===== src/rtl/serial_sub.sv =====
// rtl/serial_sub.sv - bit-serial LSB-first subtractor computing a - b - bin with valid/ready handshakes.
// Define SERIAL_SUB_OVF_EN to add the signed-overflow output ovf.
`timescale 1ns/1ps
module serial_sub #(
  parameter int WIDTH = 8
) (
  input  logic             clk,
  input  logic             rst_n,
  input  logic             in_valid,
  output logic             in_ready,
  input  logic [WIDTH-1:0] a,
  input  logic [WIDTH-1:0] b,
  input  logic             bin,
  output logic             out_valid,
  input  logic             out_ready,
  output logic [WIDTH-1:0] diff,
`ifdef SERIAL_SUB_OVF_EN
  output logic             bout,
  output logic             ovf
`else
  output logic             bout
`endif
);

  localparam int CW = $clog2(WIDTH) + 1;

  typedef enum logic [1:0] {IDLE, SHIFT, DONE} state_t;

  state_t           state_q, state_d;
  logic [CW-1:0]    cnt_q, cnt_d;
  logic [WIDTH-1:0] sa_q, sa_d, sb_q, sb_d;
  logic [WIDTH-2:0] res_q, res_d;
  logic [WIDTH-1:0] diff_q, diff_d;
  logic             br_q, br_d;
  logic             bout_q, bout_d;
  logic             in_ready_q, in_ready_d;
  logic             out_valid_q, out_valid_d;
  logic             d_bit, br_next;
  logic [WIDTH-1:0] shifted;
`ifdef SERIAL_SUB_OVF_EN
  logic             a_msb_q, a_msb_d, b_msb_q, b_msb_d, ovf_q, ovf_d;
`endif

  always_comb begin
    state_d     = state_q;
    cnt_d       = cnt_q;
    sa_d        = sa_q;
    sb_d        = sb_q;
    res_d       = res_q;
    diff_d      = diff_q;
    br_d        = br_q;
    bout_d      = bout_q;
    in_ready_d  = in_ready_q;
    out_valid_d = out_valid_q;
`ifdef SERIAL_SUB_OVF_EN
    a_msb_d     = a_msb_q;
    b_msb_d     = b_msb_q;
    ovf_d       = ovf_q;
`endif
    // One full-subtractor cell on the current LSBs.
    d_bit   = sa_q[0] ^ sb_q[0] ^ br_q;
    br_next = (~sa_q[0] & sb_q[0]) | (~(sa_q[0] ^ sb_q[0]) & br_q);
    shifted = {d_bit, res_q};

    case (state_q)
      IDLE: begin
        if (in_valid && in_ready_q) begin
          sa_d       = a;
          sb_d       = b;
          br_d       = bin;
          cnt_d      = '0;
          in_ready_d = 1'b0;
          state_d    = SHIFT;
`ifdef SERIAL_SUB_OVF_EN
          a_msb_d    = a[WIDTH-1];
          b_msb_d    = b[WIDTH-1];
`endif
        end
      end
      SHIFT: begin
        br_d  = br_next;
        res_d = shifted[WIDTH-1:1];
        sa_d  = sa_q >> 1;
        sb_d  = sb_q >> 1;
        cnt_d = cnt_q + CW'(1);
        if (cnt_q == CW'(WIDTH - 1)) begin
          // The final bit is folded straight into the visible result.
          diff_d      = shifted;
          bout_d      = br_next;
          out_valid_d = 1'b1;
          state_d     = DONE;
`ifdef SERIAL_SUB_OVF_EN
          ovf_d       = (a_msb_q ^ b_msb_q) & (d_bit ^ a_msb_q);
`endif
        end
      end
      DONE: begin
        if (out_ready) begin
          out_valid_d = 1'b0;
          in_ready_d  = 1'b1;
          state_d     = IDLE;
        end
      end
      default: begin
        out_valid_d = 1'b0;
        in_ready_d  = 1'b1;
        state_d     = IDLE;
      end
    endcase
  end

  always_ff @(posedge clk or negedge rst_n) begin
    if (!rst_n) begin
      state_q     <= IDLE;
      cnt_q       <= '0;
      sa_q        <= '0;
      sb_q        <= '0;
      res_q       <= '0;
      diff_q      <= '0;
      br_q        <= 1'b0;
      bout_q      <= 1'b0;
      in_ready_q  <= 1'b1;
      out_valid_q <= 1'b0;
`ifdef SERIAL_SUB_OVF_EN
      a_msb_q     <= 1'b0;
      b_msb_q     <= 1'b0;
      ovf_q       <= 1'b0;
`endif
    end else begin
      state_q     <= state_d;
      cnt_q       <= cnt_d;
      sa_q        <= sa_d;
      sb_q        <= sb_d;
      res_q       <= res_d;
      diff_q      <= diff_d;
      br_q        <= br_d;
      bout_q      <= bout_d;
      in_ready_q  <= in_ready_d;
      out_valid_q <= out_valid_d;
`ifdef SERIAL_SUB_OVF_EN
      a_msb_q     <= a_msb_d;
      b_msb_q     <= b_msb_d;
      ovf_q       <= ovf_d;
`endif
    end
  end

  assign in_ready  = in_ready_q;
  assign out_valid = out_valid_q;
  assign diff      = diff_q;
  assign bout      = bout_q;
`ifdef SERIAL_SUB_OVF_EN
  assign ovf       = ovf_q;
`endif

endmodule


===== config.mk =====
export PLATFORM = sky130hd
export DESIGN_NAME = serial_sub
export DESIGN_NICKNAME = d
export VERILOG_FILES = /design/src/rtl/serial_sub.sv
export SDC_FILE = /design/constraint.sdc
export NUM_CORES = 1
export LEC_CHECK = 0
export ABC_AREA = 0
export CAP_MARGIN = 20
export CORE_ASPECT_RATIO = 1.25
export CORE_MARGIN = 1.5
export CORE_UTILIZATION = 40
export CTS_CLUSTER_SIZE = 8
export DETAILED_ROUTE_END_ITERATION = 8
export DONT_BUFFER_PORTS = 1
export GPL_TIMING_DRIVEN = 0
export PLACE_DENSITY = 0.54
export SYNTH_ARGS = -nofsm -noshare
export SYNTH_HDL_FRONTEND = slang
export SYNTH_SLANG_ARGS = --single-unit

===== constraint.sdc =====
create_clock -name clk -period 2.15 [get_ports clk]
set_input_delay 0.43 -clock clk [delete_from_list [all_inputs] [get_ports clk]]
set_output_delay 0.43 -clock clk [all_outputs]
set_load 0.005 [all_outputs]

==> impl_results.md, run 1 <==
* Total wire length at roughly 3300 um
* Total CTS buffers at 5
* Crit Path Category: flop to flop
* Detailed placement HPWL at 2360 um
* H-tree depth at 2
* DP Cell Count at ~220
* Slack of the critical path at 0.535 ns
* IO Pins at 32
* Max IR drop VDD at 477 uV
* Mean Syn Cell Area at 11.1 um2
* Lkg Pwr at 0.945 nW
* Slew @ Worst Pin at 0.416 ns
* CTS sink count at 41
* Synth Register Bits at 41
* Max cap viols at 0
* Crit share post-route at 0.751
* DRC viols at 0
* Crit path launch type: flop
* Die Area at 4980 um2
* Netlist Area Pre-Place at 1830 um2
* CORE AREA at 4390 um2
* Fin crit period at about 1.6 ns
* Post-route cell area at between 2000 and 2500 um2
* Yosys warnings at 0
* CP max FO at 10
* DIE HEIGHT at 78.6 um
* Clk_lat worst skew at about 0.29 ns
* Final Net Count at 197
* Area growth, synth to finish at 10.3%
* Clock share of power at 0.179
* Clock Pin Slew Worst Setup and Hold Paths at 0.07 ns
* Setup crit end kind: flop
* Post-synthesis cell count at 165
* Share of cells above drive strength 1 at 0.103
* GR Util All Layers at 0.154
* PortBufs at 0
* TritonCTS clock tree: done
* Clk_skew at roughly 0.0032 ns
* Drt wl/cell at 14.3 um
* CTS Root Cell: clkbuf_8
* Sequential share of the synthesized area at 0.562
* Clock buffer depth at 2
* Register Area at 1030 um2
* Sequential fraction of design power at 0.465
* Pwr Total at 2.80 mW
* RSZ-0062 raised after global routing: false
* Worst slack, placed at 0.517 ns
* P_sw at 1.00 mW
* Fin Setup TNS at 0 ns
* Status: finished, final reports clean
* Final Setup Violations at 0
* Final Hold Vio Count at 0
* Maximum number of pins on one net before global-route repair at 42
* Antenna violations before repair at 0
* Router iterations before antenna repair at 4
* Initial DRC Count at 27
* Worst slew margin at 0.723
* WP data required at 2.33 ns
* Vias per inst at 5.21
* Library cells used by synthesis at 31
* Synthesized Nets at 188
* Grt ovf at 0
* Gate power share at 0.357
* Pins Over Slew Limit at 0
* Vias at 1,208
* Hold/Removal Path Class: input pin to flop
* Critical path arrival at 1.79 ns
* Area of the multi-input gates at 719 um2
* Global-route wire length before repair at 5810 um
* Row cnt at 27
* Internal power at around 1.8 mW
* Number of global-route vias before repair at 1,276
* Max Clk Rate at 0.619 GHz
* Die Wd at 63.4 um
* Placed Area at 1900 um2
* Antenna-violating nets left at 0
* PwrDens at 1390 nW/um2
* Sw Share at 0.358
* Post-CTS setup buffers at 0
* Post-Layout Cell Count at around 230
* Initial Util at 0.416
* Routability cong. at 0.712
* Hold WS at 0.311 ns
* Fin util at 0.459
* # diodes at 0
* Fillers at 427
## cell families after synthesis
logic type                 synth area share
AOI/OAI and AO/OA                     0.138
DFF                                   0.562
and+or+nand+nor                      0.0959
muxes                                 0.138
buffers and inverters                0.0438
adders and majority gates            0.0178
xor gates and xnor gates            0.00480
## power groups by stage
stage          clock (mW)  sequential (mW)  combinational (mW)
6_report            0.499             1.30               0.997
4_1_cts             0.517             1.31                1.03
3_5_place_dp            0             1.32                1.00
3_3_place_gp            0             1.30               0.964
2_1_floorplan           0             1.26               0.817
5_1_grt             0.543             1.35                1.16
## cell usage after synthesis
cell type   n  share of area
buf_2       4          0.011
nand2b_1    3          0.010
nor2b_1     1         0.0034
a21boi_0    1         0.0041
buf_6       2          0.012
dfrtp_1    40           0.55
fa_1        1          0.011
nor3_4      1         0.0089
a32o_1      1         0.0055
buf_4       1         0.0041
mux2i_1    15          0.082
and4b_1     1         0.0055
dfstp_2     1          0.014
nand2_1    25          0.051
xnor2_1     1         0.0048
mux2_1      7          0.043
a2bb2oi_1   1         0.0048
o21a_1      1         0.0041
o21ai_0    21          0.058
a21o_1      2         0.0082
o21ai_1    11          0.030
inv_1       5          0.010
mux2_2      2          0.012
ha_1        1         0.0068
a21oi_1     5          0.014
nor3b_1     1         0.0041
a22o_1      2         0.0096
or2_1       1         0.0034
nand3_1     1         0.0027
clkbuf_1    3         0.0062
nor2_1      3         0.0062
## worst max-delay path, stage by stage (launching register included)
cell and delay, ns:
dfrtp_1 0.44, nand2b_1 0.17, buf_4 0.18, nor3_4 0.20, buf_6 0.18, mux2_1 0.33
## final timing paths
path	slack [ns]	to	from	depth (start not counted)
worst max-delay path	0.54	diff[6]$_DFFE_PN0P_	state_q[1]$_DFFE_PN0P_	5
worst min-delay path	0.31	sa_q[7]$_DFFE_PN0P_	a[7]	1
worst max register to register	0.54	diff[6]$_DFFE_PN0P_	state_q[1]$_DFFE_PN0P_	5
worst min register to register	0.48	res_q[0]$_DFFE_PN0P_	res_q[0]$_DFFE_PN0P_	2
max in group asynchronous	1.30	in_ready$_DFFE_PN1P_	rst_n	2
min in group asynchronous	0.59	res_q[4]$_DFFE_PN0P_	rst_n	2
## what timing repair did
| action | 4_1_cts | 5_1_grt |
|---|---|---|
| resized for setup | 0 | 0 |
| hold buffers | 2 | 0 |
| hold endpoints to repair | 41 | 0 |
| endpoints found under the setup margin | 0 | 0 |
## placed cells by master, fill, tap and decap left out, types with 5 or more instances in the layout
cell type | netlist | final
inv_1 | 5 | 5
o21ai_1 | 11 | 11
mux2_1 | 7 | 7
a21oi_1 | 5 | 5
nand2_1 | 25 | 25
mux2i_1 | 15 | 15
clkbuf_8 | 0 | 6
o21ai_0 | 21 | 21
dfrtp_1 | 40 | 40
## state kept, by name (all words and copies together) (netlist names)
| register | cells |
|---|---|
| sb_q | 8 |
| bout | 1 |
| sa_q | 8 |
| res_q | 7 |
| state_q | 2 |
| br_q | 1 |
| cnt_q | 4 |
| diff | 8 |
| out_valid | 1 |
| in_ready | 1 |
## final cells by class
cell class | instances | area share
Buffer | 10 | 0.0304
Clock buffer | 7 | 0.0428
Inverter | 5 | 0.00931
Multi-Input combinational cell | 109 | 0.357
Sequential cell | 41 | 0.510
Tap cell | 58 | 0.0360
Timing Repair Buffer | 2 | 0.0149
## routing by layer
layer / vias to the layer above / track usage / wire length (um)
li1: 582 / - / -
met1: 593 / 0.175 / 1440
met2: 27 / 0.258 / 1620
met3: 6 / 0.0544 / 187
met4: 0 / 0.0717 / 77
met5: - / 0 / 0
Power figures use the tool's default switching activity.
==> inputs of run 2 (changes only) <==
ABC_AREA = 1   (was 0)
clock period = 1.6 ns   (was 2.15 ns; I/O delays follow)
==> run 2 against run 1 <==
  * Hold slack got worse by 0.12 ns
  * Combinational power increased by 53%
  * Fmax increased by 13%
  * Routed wire length increased by 12%
  * Final area increased by 3.2%
  * Non-clock buffer count decreased by 2
  * Sequential share of layout area decreased by 1.6 points
  * Via count increased by 15%
  * Clock power increased by 75%
  * First-iteration DRC count increased to 2.9 times the previous value
  * Critical path type unchanged
  * Largest cell class unchanged
  * Largest power group unchanged
==> impl_results.md, run 2 <==
* Antenna-violating nets left at 0
* Max cap viols at 0
* Post-synthesis cell count at 229
* Slack of the critical path at 0.167 ns
* Most used flip-flop cell after synthesis: dfrtp_1
* Initial DRC Count at slightly below 80
* Worst-path cell with the longest stage delay: dfstp_2
* Library cells used by synthesis at 18
* Gate power share at 0.369
* PortBufs at 0
* H-tree depth at 2
* GR Util All Layers at 0.171
* Share of cells above drive strength 1 at 0.0962
* Clock Pin Slew Worst Setup and Hold Paths at approximately 0.080 ns
* Detailed placement HPWL at 2560 um
* Slew @ Worst Pin at between 0.3 and 0.4 ns
* Async SR Flop Fraction at 1.00
* Grt ovf at 0
* Crit Path Category: flop to flop
* Reg2reg start: in_ready$_DFFE_PN1P_
* Area growth, synth to finish at 12.8%
* Most frequent cells in the layout: 121 x nand2_1, 40 x dfrtp_1, 21 x o21ai_0
* Clk_lat worst skew at a little under 0.3 ns
* P_sw at between 1.5 and 2 mW
* Clk_skew at 0.00799 ns
* Crit path launch type: flop
* Hold depth at 2
* CTS sink count at 41
* Max IR drop VDD at 725 uV
* DRC viols at 0
* Setup crit end kind: flop
* RSZ-0062 raised after global routing: false
* Pins Over Slew Limit at 0
* Fin crit period at 1.43 ns
* Fin util at 0.470
* PwrDens at slightly below 2000 nW/um2
* Synthesized Nets at 252
* Post-synth top cells: 122 x nand2_1, 40 x dfrtp_1, 21 x o21ai_0
* Router iterations before antenna repair at 6
* DIE HEIGHT at roughly 79 um
* Initial Util at 0.417
* Clock buffer depth at 2
* Status: finished, final reports clean
* Crit path launch: in_ready$_DFFE_PN1P_
* Worst Hold Launch: a[7]
* Worst slew margin at 0.736
* Number of enable flip-flop cells after synthesis at 0
* Cells along the critical path: nand2_1, nor2_1, nor2_8, buf_6, nand2_1, nand2_1
* Sw Share at 0.387
* Sequential share of the synthesized area at 0.557
* Internal power at 2.53 mW
* Die Wd at around 64 um
* Number of global-route vias before repair at 1,431
* Yosys top cell by area: dfrtp_1
* Lkg Pwr at around 1.1 nW
* Synth Register Bits at between 40 and 50
* Clock share of power at 0.211
* Final Hold Vio Count at 0
* Final Setup Violations at 0
* Maximum number of pins on one net before global-route repair at 42
* TritonCTS clock tree: done
* Global-route wire length before repair at 6730 um
* Crit share post-route at 0.896
* Sequential fraction of design power at 0.420
* IO Pins at 32
* Worst slack, placed at 0.0656 ns
* Row cnt at 27
* Vias at 1,386
* CP max stage delay at ~0.56 ns
* Worst r2r path cells at 6
* Total wire length at 3730 um
* Total CTS buffers at 5
* Die Area at 5030 um2
* CORE AREA at 4430 um2
* Most frequent CP cell: nand2_1
* Fin Setup TNS at 0 ns
* Routability cong. at 0.752
* Max Clk Rate at 0.698 GHz
* # diodes at 0
* Hold/Removal Path Class: input pin to flop
* CP max FO at 10
* Netlist Area Pre-Place at 1840 um2
* CTS Root Cell: clkbuf_8
* Top cells by area, synth: dfrtp_1 54%, nand2_1 25%, o21ai_0 5.7%, inv_1 3.3%, nand3_1 1.6%
* Drt wl/cell at 12.6 um
* Most common cell after layout, fill and taps aside: nand2_1
* Mean Syn Cell Area at about 8.1 um2
* Critical path arrival at between 1.5 and 2 ns
* Most common cell in the netlist: nand2_1
* Pwr Total at 4.13 mW
* Synth top area share at 0.543
* Vias per inst at 4.67
* Antenna violations before repair at 0
* Yosys warnings at 0
* Final Net Count at 261
* WP data required at 1.78 ns
-- run 2: cell families (layout without fill, tap and decap cells) --
family                   after synthesis  in the layout  synth area share
AND/OR/NAND/NOR                      137            137             0.297
AO/OA/AOI/OAI                         23             23            0.0624
flip-flops                            41             41             0.557
buffers and inverters                 26             36            0.0658
adder cells (fa/ha/maj)                2              2            0.0176
-- run 2: through the flow --
step                hold slack, ns  cells  instance area (um2)
floorplan                   0.0244    229                 1840
global placement            0.0253    287                 1920
detailed placement          0.0252    287                 1920
CTS                          0.184    297                 2060
global route                 0.211    297                 2080
finish                       0.188    297                 2080
-- run 2: layout make-up --
class,instances,area (um2)
inverters,18,67.6
repair buffers,2,30.0
flip-flops and latches,41,1030
fillers,474,2340
multi-input cells,162,711
clock buffers,7,86.3
well taps,58,72.6
clock inverters,1,30.0
plain buffers,8,56.3
-- run 2: per-layer routing --
layer / up-vias / track usage / share of wire
met5: - / 0 / 0
met4: 0 / 0.0587 / 0.015
met3: 6 / 0.0439 / 0.030
met2: 27 / 0.295 / 0.49
met1: 639 / 0.205 / 0.46
li1: 714 / - / -
-- run 2: power by group through the flow --
stage | Sequential [mW] | Combinational (mW) | Clock [mW]
2_1_floorplan | 1.69 | 1.17 | 0
3_3_place_gp | 1.73 | 1.46 | 0
3_5_place_dp | 1.75 | 1.49 | 0
4_1_cts | 1.73 | 1.52 | 0.886
5_1_grt | 1.80 | 1.82 | 0.927
6_report | 1.73 | 1.53 | 0.871
-- run 2: worst paths after layout --
path	end	slack, ns
max in group asynchronous	in_ready$_DFFE_PN1P_	0.84
worst min-delay path	sa_q[7]$_DFFE_PN0P_	0.19
min in group asynchronous	sb_q[0]$_DFFE_PN0P_	0.49
worst max register to register	sb_q[7]$_DFFE_PN0P_	0.17
worst max-delay path	sb_q[7]$_DFFE_PN0P_	0.17
worst min register to register	sb_q[1]$_DFFE_PN0P_	0.48
-- run 2: critical path, delay by kind of cell (launching register included) --
| kind | cells | cell delay (ns) |
|---|---|---|
| buffers and inverters | 1 | 0.16 |
| DFF | 1 | 0.56 |
| and+or+nand+nor | 5 | 0.61 |
-- run 2: what timing repair did --
item / CTS / global route
endpoints found under the hold margin: 41 / 0
setup endpoints to repair: 0 / 19
resized for setup: 0 / 5
hold buffers: 2 / 0
setup buffers: 0 / 0
